<file path="src/rtl/misr_response_analyzer_if.sv">
// Handshake/bus bundle between the BIST controller side and the MISR analyzer.
// The master drives run control, responses and scan input; the slave is the analyzer.
interface misr_response_analyzer_if #(
  parameter int NBIT = 4,
  parameter int NPAT = 15
);
  localparam int CW = $clog2(NPAT + 1);

  logic            start;
  logic            resp_valid;
  logic [NBIT-1:0] resp_in;
  logic            scan_en;
  logic            scan_in;
  logic            scan_out;
  logic [NBIT-1:0] signature;
  logic            busy;
  logic            done;
  logic            pass;
  logic [CW-1:0]   pat_count;

  modport master (
    output start, resp_valid, resp_in, scan_en, scan_in,
    input  scan_out, signature, busy, done, pass, pat_count
  );

  modport slave (
    input  start, resp_valid, resp_in, scan_en, scan_in,
    output scan_out, signature, busy, done, pass, pat_count
  );
endinterface

</file>
<file path="src/rtl/misr_response_analyzer.sv">
// Multiple-input signature register that compacts NPAT circuit responses,
// compares the result with a golden signature and exposes the register on a
// serial scan path between runs.
module misr_response_analyzer #(
  parameter int              NBIT   = 4,
  parameter logic [NBIT-1:0] POLY   = 4'b1100,
  parameter logic [NBIT-1:0] SEED   = 4'b0000,
  parameter int              NPAT   = 15,
  parameter logic [NBIT-1:0] GOLDEN = 4'b0000
) (
  input  logic                      clk,
  input  logic                      rst_n,
  misr_response_analyzer_if.slave   bus
);
  localparam int CW = $clog2(NPAT + 1);

  typedef enum logic [1:0] {
    IDLE    = 2'd0,
    COMPACT = 2'd1,
    CHECK   = 2'd2,
    DONE    = 2'd3
  } state_t;

  state_t          state;
  logic [NBIT-1:0] sig;
  logic [CW-1:0]   cnt;
  logic            done_r;
  logic            pass_r;
  logic            fb;
  logic [NBIT-1:0] sig_next;
  logic [NBIT-1:0] sig_shift;

  // Feedback, MISR step and scan shift are all derived from the current register.
  always_comb begin
    fb        = ^(sig & POLY);
    sig_next  = {sig[NBIT-2:0], fb} ^ bus.resp_in;
    sig_shift = {sig[NBIT-2:0], bus.scan_in};
  end

  // Run-control FSM owning the signature, the response counter and the verdict.
  always_ff @(posedge clk or negedge rst_n) begin
    if (!rst_n) begin
      state  <= IDLE;
      sig    <= SEED;
      cnt    <= '0;
      done_r <= 1'b0;
      pass_r <= 1'b0;
    end else begin
      case (state)
        IDLE: begin
          if (bus.start) begin
            sig   <= SEED;
            cnt   <= '0;
            state <= COMPACT;
          end else if (bus.scan_en) begin
            sig <= sig_shift;
          end
        end
        COMPACT: begin
          // Gaps in resp_valid simply hold; there is no timeout.
          if (bus.resp_valid) begin
            sig <= sig_next;
            cnt <= cnt + 1'b1;
            if (cnt == CW'(NPAT - 1)) begin
              state <= CHECK;
            end
          end
        end
        CHECK: begin
          pass_r <= (sig == GOLDEN);
          done_r <= 1'b1;
          state  <= DONE;
        end
        DONE: begin
          // A new start takes priority over scanning the finished signature.
          if (bus.start) begin
            done_r <= 1'b0;
            pass_r <= 1'b0;
            sig    <= SEED;
            cnt    <= '0;
            state  <= COMPACT;
          end else if (bus.scan_en) begin
            sig <= sig_shift;
          end
        end
        default: begin
          state <= IDLE;
        end
      endcase
    end
  end

  assign bus.scan_out  = sig[NBIT-1];
  assign bus.signature = sig;
  assign bus.busy      = (state == COMPACT) || (state == CHECK);
  assign bus.done      = done_r;
  assign bus.pass      = pass_r;
  assign bus.pat_count = cnt;
endmodule
</file>
<file path="src/flat_wrapper.sv">
// flat-port wrapper written by rule: the top's interface ports become plain ports
module misr_response_analyzer_flat 
#(
  parameter int              NBIT   = 4,
  parameter logic [NBIT-1:0] POLY   = 4'b1100,
  parameter logic [NBIT-1:0] SEED   = 4'b0000,
  parameter int              NPAT   = 15,
  parameter logic [NBIT-1:0] GOLDEN = 4'b0000
)
  (clk, rst_n, bus_start, bus_resp_valid, bus_resp_in, bus_scan_en, bus_scan_in, bus_scan_out, bus_signature, bus_busy, bus_done, bus_pass, bus_pat_count);
  misr_response_analyzer_if #(.NBIT(NBIT), .NPAT(NPAT)) bus_i ();
  input  logic clk;
  input  logic rst_n;
  input wire logic [$bits(bus_i.start)-1:0] bus_start;
  input wire logic [$bits(bus_i.resp_valid)-1:0] bus_resp_valid;
  input wire logic [$bits(bus_i.resp_in)-1:0] bus_resp_in;
  input wire logic [$bits(bus_i.scan_en)-1:0] bus_scan_en;
  input wire logic [$bits(bus_i.scan_in)-1:0] bus_scan_in;
  output wire logic [$bits(bus_i.scan_out)-1:0] bus_scan_out;
  output wire logic [$bits(bus_i.signature)-1:0] bus_signature;
  output wire logic [$bits(bus_i.busy)-1:0] bus_busy;
  output wire logic [$bits(bus_i.done)-1:0] bus_done;
  output wire logic [$bits(bus_i.pass)-1:0] bus_pass;
  output wire logic [$bits(bus_i.pat_count)-1:0] bus_pat_count;
  assign bus_i.start = bus_start;
  assign bus_i.resp_valid = bus_resp_valid;
  assign bus_i.resp_in = bus_resp_in;
  assign bus_i.scan_en = bus_scan_en;
  assign bus_i.scan_in = bus_scan_in;
  assign bus_scan_out = bus_i.scan_out;
  assign bus_signature = bus_i.signature;
  assign bus_busy = bus_i.busy;
  assign bus_done = bus_i.done;
  assign bus_pass = bus_i.pass;
  assign bus_pat_count = bus_i.pat_count;
  misr_response_analyzer #(.NBIT(NBIT), .POLY(POLY), .SEED(SEED), .NPAT(NPAT), .GOLDEN(GOLDEN)) u_core (.clk(clk), .rst_n(rst_n), .bus(bus_i));
endmodule
</file>
<file path="config.mk">
export PLATFORM = sky130hd
export DESIGN_NAME = misr_response_analyzer_flat
export DESIGN_NICKNAME = d
export VERILOG_FILES = /design/src/rtl/misr_response_analyzer_if.sv /design/src/rtl/misr_response_analyzer.sv /design/src/flat_wrapper.sv
export SDC_FILE = /design/constraint.sdc
export NUM_CORES = 1
export LEC_CHECK = 0
export CAP_MARGIN = 10
export CORE_MARGIN = 2
export CORE_UTILIZATION = 46
export CTS_CLUSTER_SIZE = 16
export DETAILED_ROUTE_END_ITERATION = 8
export PLACE_DENSITY = 0.86
export SLEW_MARGIN = 0
export SYNTH_ARGS = -nofsm -noshare
export SYNTH_HDL_FRONTEND = slang
export SYNTH_SLANG_ARGS = --single-unit
</file>
<file path="constraint.sdc">
create_clock -name clk -period 2 [get_ports clk]
set_input_delay 0.2 -clock clk [delete_from_list [all_inputs] [get_ports clk]]
set_output_delay 0.2 -clock clk [all_outputs]
set_load 0.1 [all_outputs]
</file>
==> flow_summary.toml, run 1 <==
[synth]
netlist_area_sq_um = 800
synth_edf_count = 0
yosys.area.top_type = "dfrtp_1"
synth_adder_area_share = 0.125
async_flop_share = 1.00
syn_area_per_cell_sq_um = 10.8
yosys-top-cells-count = "dfrtp_1 (12), inv_1 (9), ha_1 (8), mux2i_1 (5)"
synth_mux_area_frac = 0.100
synth_top_family_by_area = "compound AO/OA/AOI/OAI gates"
synthTopCellsByArea = "dfrtp_1 (38%), ha_1 (13%), mux2i_1 (6.3%)"
ys.flop_type = "dfrtp_1"
yosys.area.top_type_share = 0.376
yosysMostFrequentCell = "dfrtp_1"
synth_xor_area_frac = 0.0219
syn_nets = 92
synthSimpleGateAreaFrac = 0.122
synth_cell_types = 30
synthCells = 74
ys_warn_count = 0
ys_seq_area_frac = 0.376
synth_seq_cells = 12
synth_compound_area_frac = 0.189

[timing]
fin_skew_ns = 0.00254
slew_violations = 0
finalSetupViolations = 0
post-route-period-util = 0.922
fin_ws_ns = 0.155
fin_crit_ns = 1.84
hold_viol = 0
worst_slew_pin_slew_ns = 0.540
rsz0062_at_grt = "no"
final.setup.tns_ns = 0
fmax_ghz = 0.542
slew_headroom = 0.639

[clock_network]
holdBufCountCts = 0
post_cts_buffers = 0
cts_buffers = 3
root_buffer = "clkbuf_4"
clk_pin_slew_ns = 0.08
clk_latency_ns = 0.28
clockBufferDepth = 2
h-tree-depth = 1
cts_tree = "yes"
cts-resized-gates = 0
cts_num_sinks = 12

[floorplan]
rows = 15
core-area_sq_um = 1670
die-area_sq_um = 2090
die_x_um = 45.7
die_y_um = 45.7
initial_utilization = 0.479
pin_count = 22

[global_route]
antenna_found_initial = 0
grt_pass1_vias = 590
grt_remaining_overflow = 0
grt_pass1_wl_um = 2570
grt_max_degree = 13
grt_usage = 0.176

[placed_design]
pre_cts_ws_ns = 0.220
dp_hpwl_um = 1260
routabilityCongestion = 0.775
dp_cells = 112
numPortBuffers = 21

[cells_and_area]
antenna_cells = 0
drive_gt1_frac = 0.283
finalNetCount = 118
stdcell_count = 116
finalCoreUtilization = 0.628
areaGrowthSynthToFinish_pct = 31.1

[setup_path]
cp_max_fo = 7
path_class = "reg -> out"
arrival_ns = 1.64
reg2reg_slack_ns = 0.22
startpoint_type = "flop"
worstPathRequired_ns = 1.80
crit_path_end_kind = "primary output"

[detailed_routing]
drt-total-wl_um = 1640
drc = 0
firstDrtPassIters = 4
drtIter0Drc = 19
post_drt_wl_per_cell_um = 14.2
viasPerCell = 5.64
vias = 654
postRouteAntennaNets = 0

[status]
outcome = "completed"

[hold_path]
holdCritPathClass = "in -> async"

[job]
drv_cap = 0
-- layout make-up --
class	instances	area [sq um]
Clock buffer	4	36.3
Fill cell	136	622
Inverter	9	33.8
Multi-Input combinational cell	51	447
Sequential cell	12	303
Tap cell	17	21.3
Timing Repair Buffer	23	208
-- kinds of logic after synthesis --
| kind of cell | Yosys count |
|---|---|
| AO/OA/AOI/OAI | 19 |
| AND/OR/NAND/NOR | 15 |
| flip-flops | 12 |
| buffers and inverters | 11 |
| adder cells (fa/ha/maj) | 8 |
| multiplexers | 7 |
| XOR/XNOR | 2 |
-- metrics by stage --
| stage | hold slack [ns] | cell area, sq um |
|---|---|---|
| floorplan | -0.0956 | 802 |
| detailed placement | 0.553 | 1010 |
| global route | 0.326 | 1050 |
| finish | 0.268 | 1050 |
| CTS | 0.293 | 1050 |
| global placement | 0.535 | 1010 |
-- placed cells by master (no fill, tap or decap), drive strengths merged --
cell type and count:
nand4 1, o311ai 1, nand3 2, buf 14
o31ai 3, dfrtp 12, nand2 1, o21ai 2
a21oi 2, or3 2, nor2b 3, nand2b 2
inv 9, o22ai 2, a211oi 1, xor2 2
nor3b 1, a31oi 1, o2bb2ai 1, ha 8
mux2i 5, mux2 2, clkbuf 4, nor2 3
clkdlybuf4s50 9, a21o 1, a22o 3, a21boi 1
a22oi 1
-- state kept, by name, summed over array words and instances (netlist names) --
name,flops
u_core.bus.pat_count,4
u_core.bus.signature,4
u_core.state,2
u_core.bus.done,1
u_core.bus.pass,1
-- critical path: stages (launching register included) --
cell     delay [ns]
dfrtp_1        0.40
inv_1          0.09
ha_1           0.31
buf_4          0.17
inv_1          0.18
buf_12         0.21
-- final timing paths --
path	from	endpoint	depth (start not counted)
max	u_core.state[0]	bus_busy	5
min	rst_n	u_core.bus.signature[0]	1
max reg2reg	u_core.state[0]	u_core.bus.signature[3]	5
min reg2reg	u_core.bus.signature[3]	u_core.bus.signature[3]	1
max in group asynchronous	rst_n	u_core.bus.signature[2]	1
min in group clk	u_core.bus.signature[3]	u_core.bus.signature[3]	1
-- metal layers --
layer / track usage / vias to the layer above / wire length [um]
met1: 0.214 / 313 / 742
met4: 0.126 / 0 / 65
met2: 0.270 / 20 / 779
met5: 0 / - / 0
met3: 0.0397 / 8 / 57
li1: - / 313 / -
Power of run 1 is not shown: default switching activity piles up to over one toggle a cycle in this logic, so the estimate is an artifact.
==> run 2, diff against run 1 <==
- CORE_UTILIZATION: 46 -> 40
- PLACE_DENSITY: 0.86 -> 0.77
==> run 2 against run 1 <==
Worst setup slack lost 0.014 ns; via count shrank 5.7%; first-iteration DRC count shrank 58%; worst hold slack gained 0.018 ns; count of clock-buffer cells in the layout is the same; final area grew 1.2%; wire length shrank 2.6%; critical path depth is the same; largest cell class unchanged.
==> flow_summary.toml, run 2 (synthesis gave the netlist of run 1 again) <==
[status]
outcome = "completed"

[clock_network]
cts_buffers = 3
clk_pin_slew_ns = 0.08
clockBufferDepth = 2
cts-resized-gates = 0
post_cts_buffers = 0
root_buffer = "clkbuf_4"
holdBufCountCts = 0
cts_num_sinks = 12
h-tree-depth = 1
clk_latency_ns = 0.26
cts_tree = "yes"

[global_route]
grt_usage = 0.150
grt_pass1_wl_um = 2810
grt_remaining_overflow = 0
grt_max_degree = 13
antenna_found_initial = 0
grt_pass1_vias = 653

[floorplan]
die_x_um = 48.7
initial_utilization = 0.416
pin_count = 22
core-area_sq_um = 1920
die_y_um = 48.7
rows = 16
die-area_sq_um = 2370

[cells_and_area]
drive_gt1_frac = 0.283
layout_common_cells = "buf_4 (13), dfrtp_1 (10), inv_1 (9), clkdlybuf4s50_1 (9), ha_1 (8)"
antenna_cells = 0
finalNetCount = 118
layout_commonest_cell = "buf_4"
finalCoreUtilization = 0.552
areaGrowthSynthToFinish_pct = 32.7

[placed_design]
dp_hpwl_um = 1270
routabilityCongestion = 0.793
numPortBuffers = 21

[timing]
post-route-period-util = 0.929
final.setup.tns_ns = 0
slew_violations = 0
fin_crit_ns = 1.86
rsz0062_at_grt = "no"
fmax_ghz = 0.538
worst_slew_pin_slew_ns = 0.551
hold_viol = 0
finalSetupViolations = 0
fin_skew_ns = 0.00223
slew_headroom = 0.632

[detailed_routing]
drtIter0Drc = 8
firstDrtPassIters = 4
drc = 0
vias = 617
post_drt_wl_per_cell_um = 12.7
postRouteAntennaNets = 0
drt-total-wl_um = 1600
viasPerCell = 4.90

[setup_path]
startpoint_type = "flop"
critical_path.max_stage_delay_ns = 0.40
critical_path.most_common_cell = "inv_1"
critPathLaunch = "u_core.state[0]"
crit_path_top_delay_cell = "dfrtp_1"
r2r-start = "u_core.state[0]"
path_class = "reg -> out"
arrival_ns = 1.66
crit_path_end_kind = "primary output"
worstPathRequired_ns = 1.80
cp_max_fo = 7
crit_family = "buffers and inverters"
worst-path-buf-inv = 4
path_cells = "inv_1, ha_1, buf_4, inv_1, buf_12"

[job]
drv_cap = 0

[hold_path]
holdCritPathClass = "in -> async"
-- run 2: layout make-up --
type	count	area [sq um]
clock buffers	4	36.3
fillers	178	861
inverters	9	33.8
multi-input cells	51	447
flip-flops and latches	12	303
well taps	27	33.8
repair buffers	23	208
-- run 2: path summary, 6_finish.rpt --
| path | slack [ns] | cells after the start | end |
|---|---|---|---|
| min reg2reg | 0.55 | 1 | u_core.bus.signature[3] |
| max reg2reg | 0.19 | 5 | u_core.bus.signature[3] |
| max | 0.14 | 5 | bus_busy |
| min in group clk | 0.55 | 1 | u_core.bus.signature[3] |
| max in group asynchronous | 1.32 | 1 | u_core.bus.signature[2] |
| min | 0.29 | 1 | u_core.bus.pat_count[0] |
-- run 2: metal layers --
| layer | GRT usage | routed length (um) | part of all wire |
|---|---|---|---|
| met2 | 0.253 | 775 | 0.48 |
| met3 | 0.0278 | 52 | 0.032 |
| met4 | 0.0571 | 12 | 0.0075 |
| met5 | 0 | 0 | 0 |
| met1 | 0.190 | 760 | 0.47 |
-- run 2: metrics by stage --
step | instances | hold WS [ns] | cell area [sq um] | worst slack, ns
after floorplan | 74 | -0.0956 | 802 | 0.0107
after global placement | 122 | 0.536 | 1020 | 0.274
after detailed placement | 122 | 0.537 | 1020 | 0.219
after CTS | 126 | 0.303 | 1060 | 0.138
after global routing | 126 | 0.329 | 1060 | 0.0582
final | 126 | 0.286 | 1060 | 0.141
Power of run 2 is left out for the same reason.
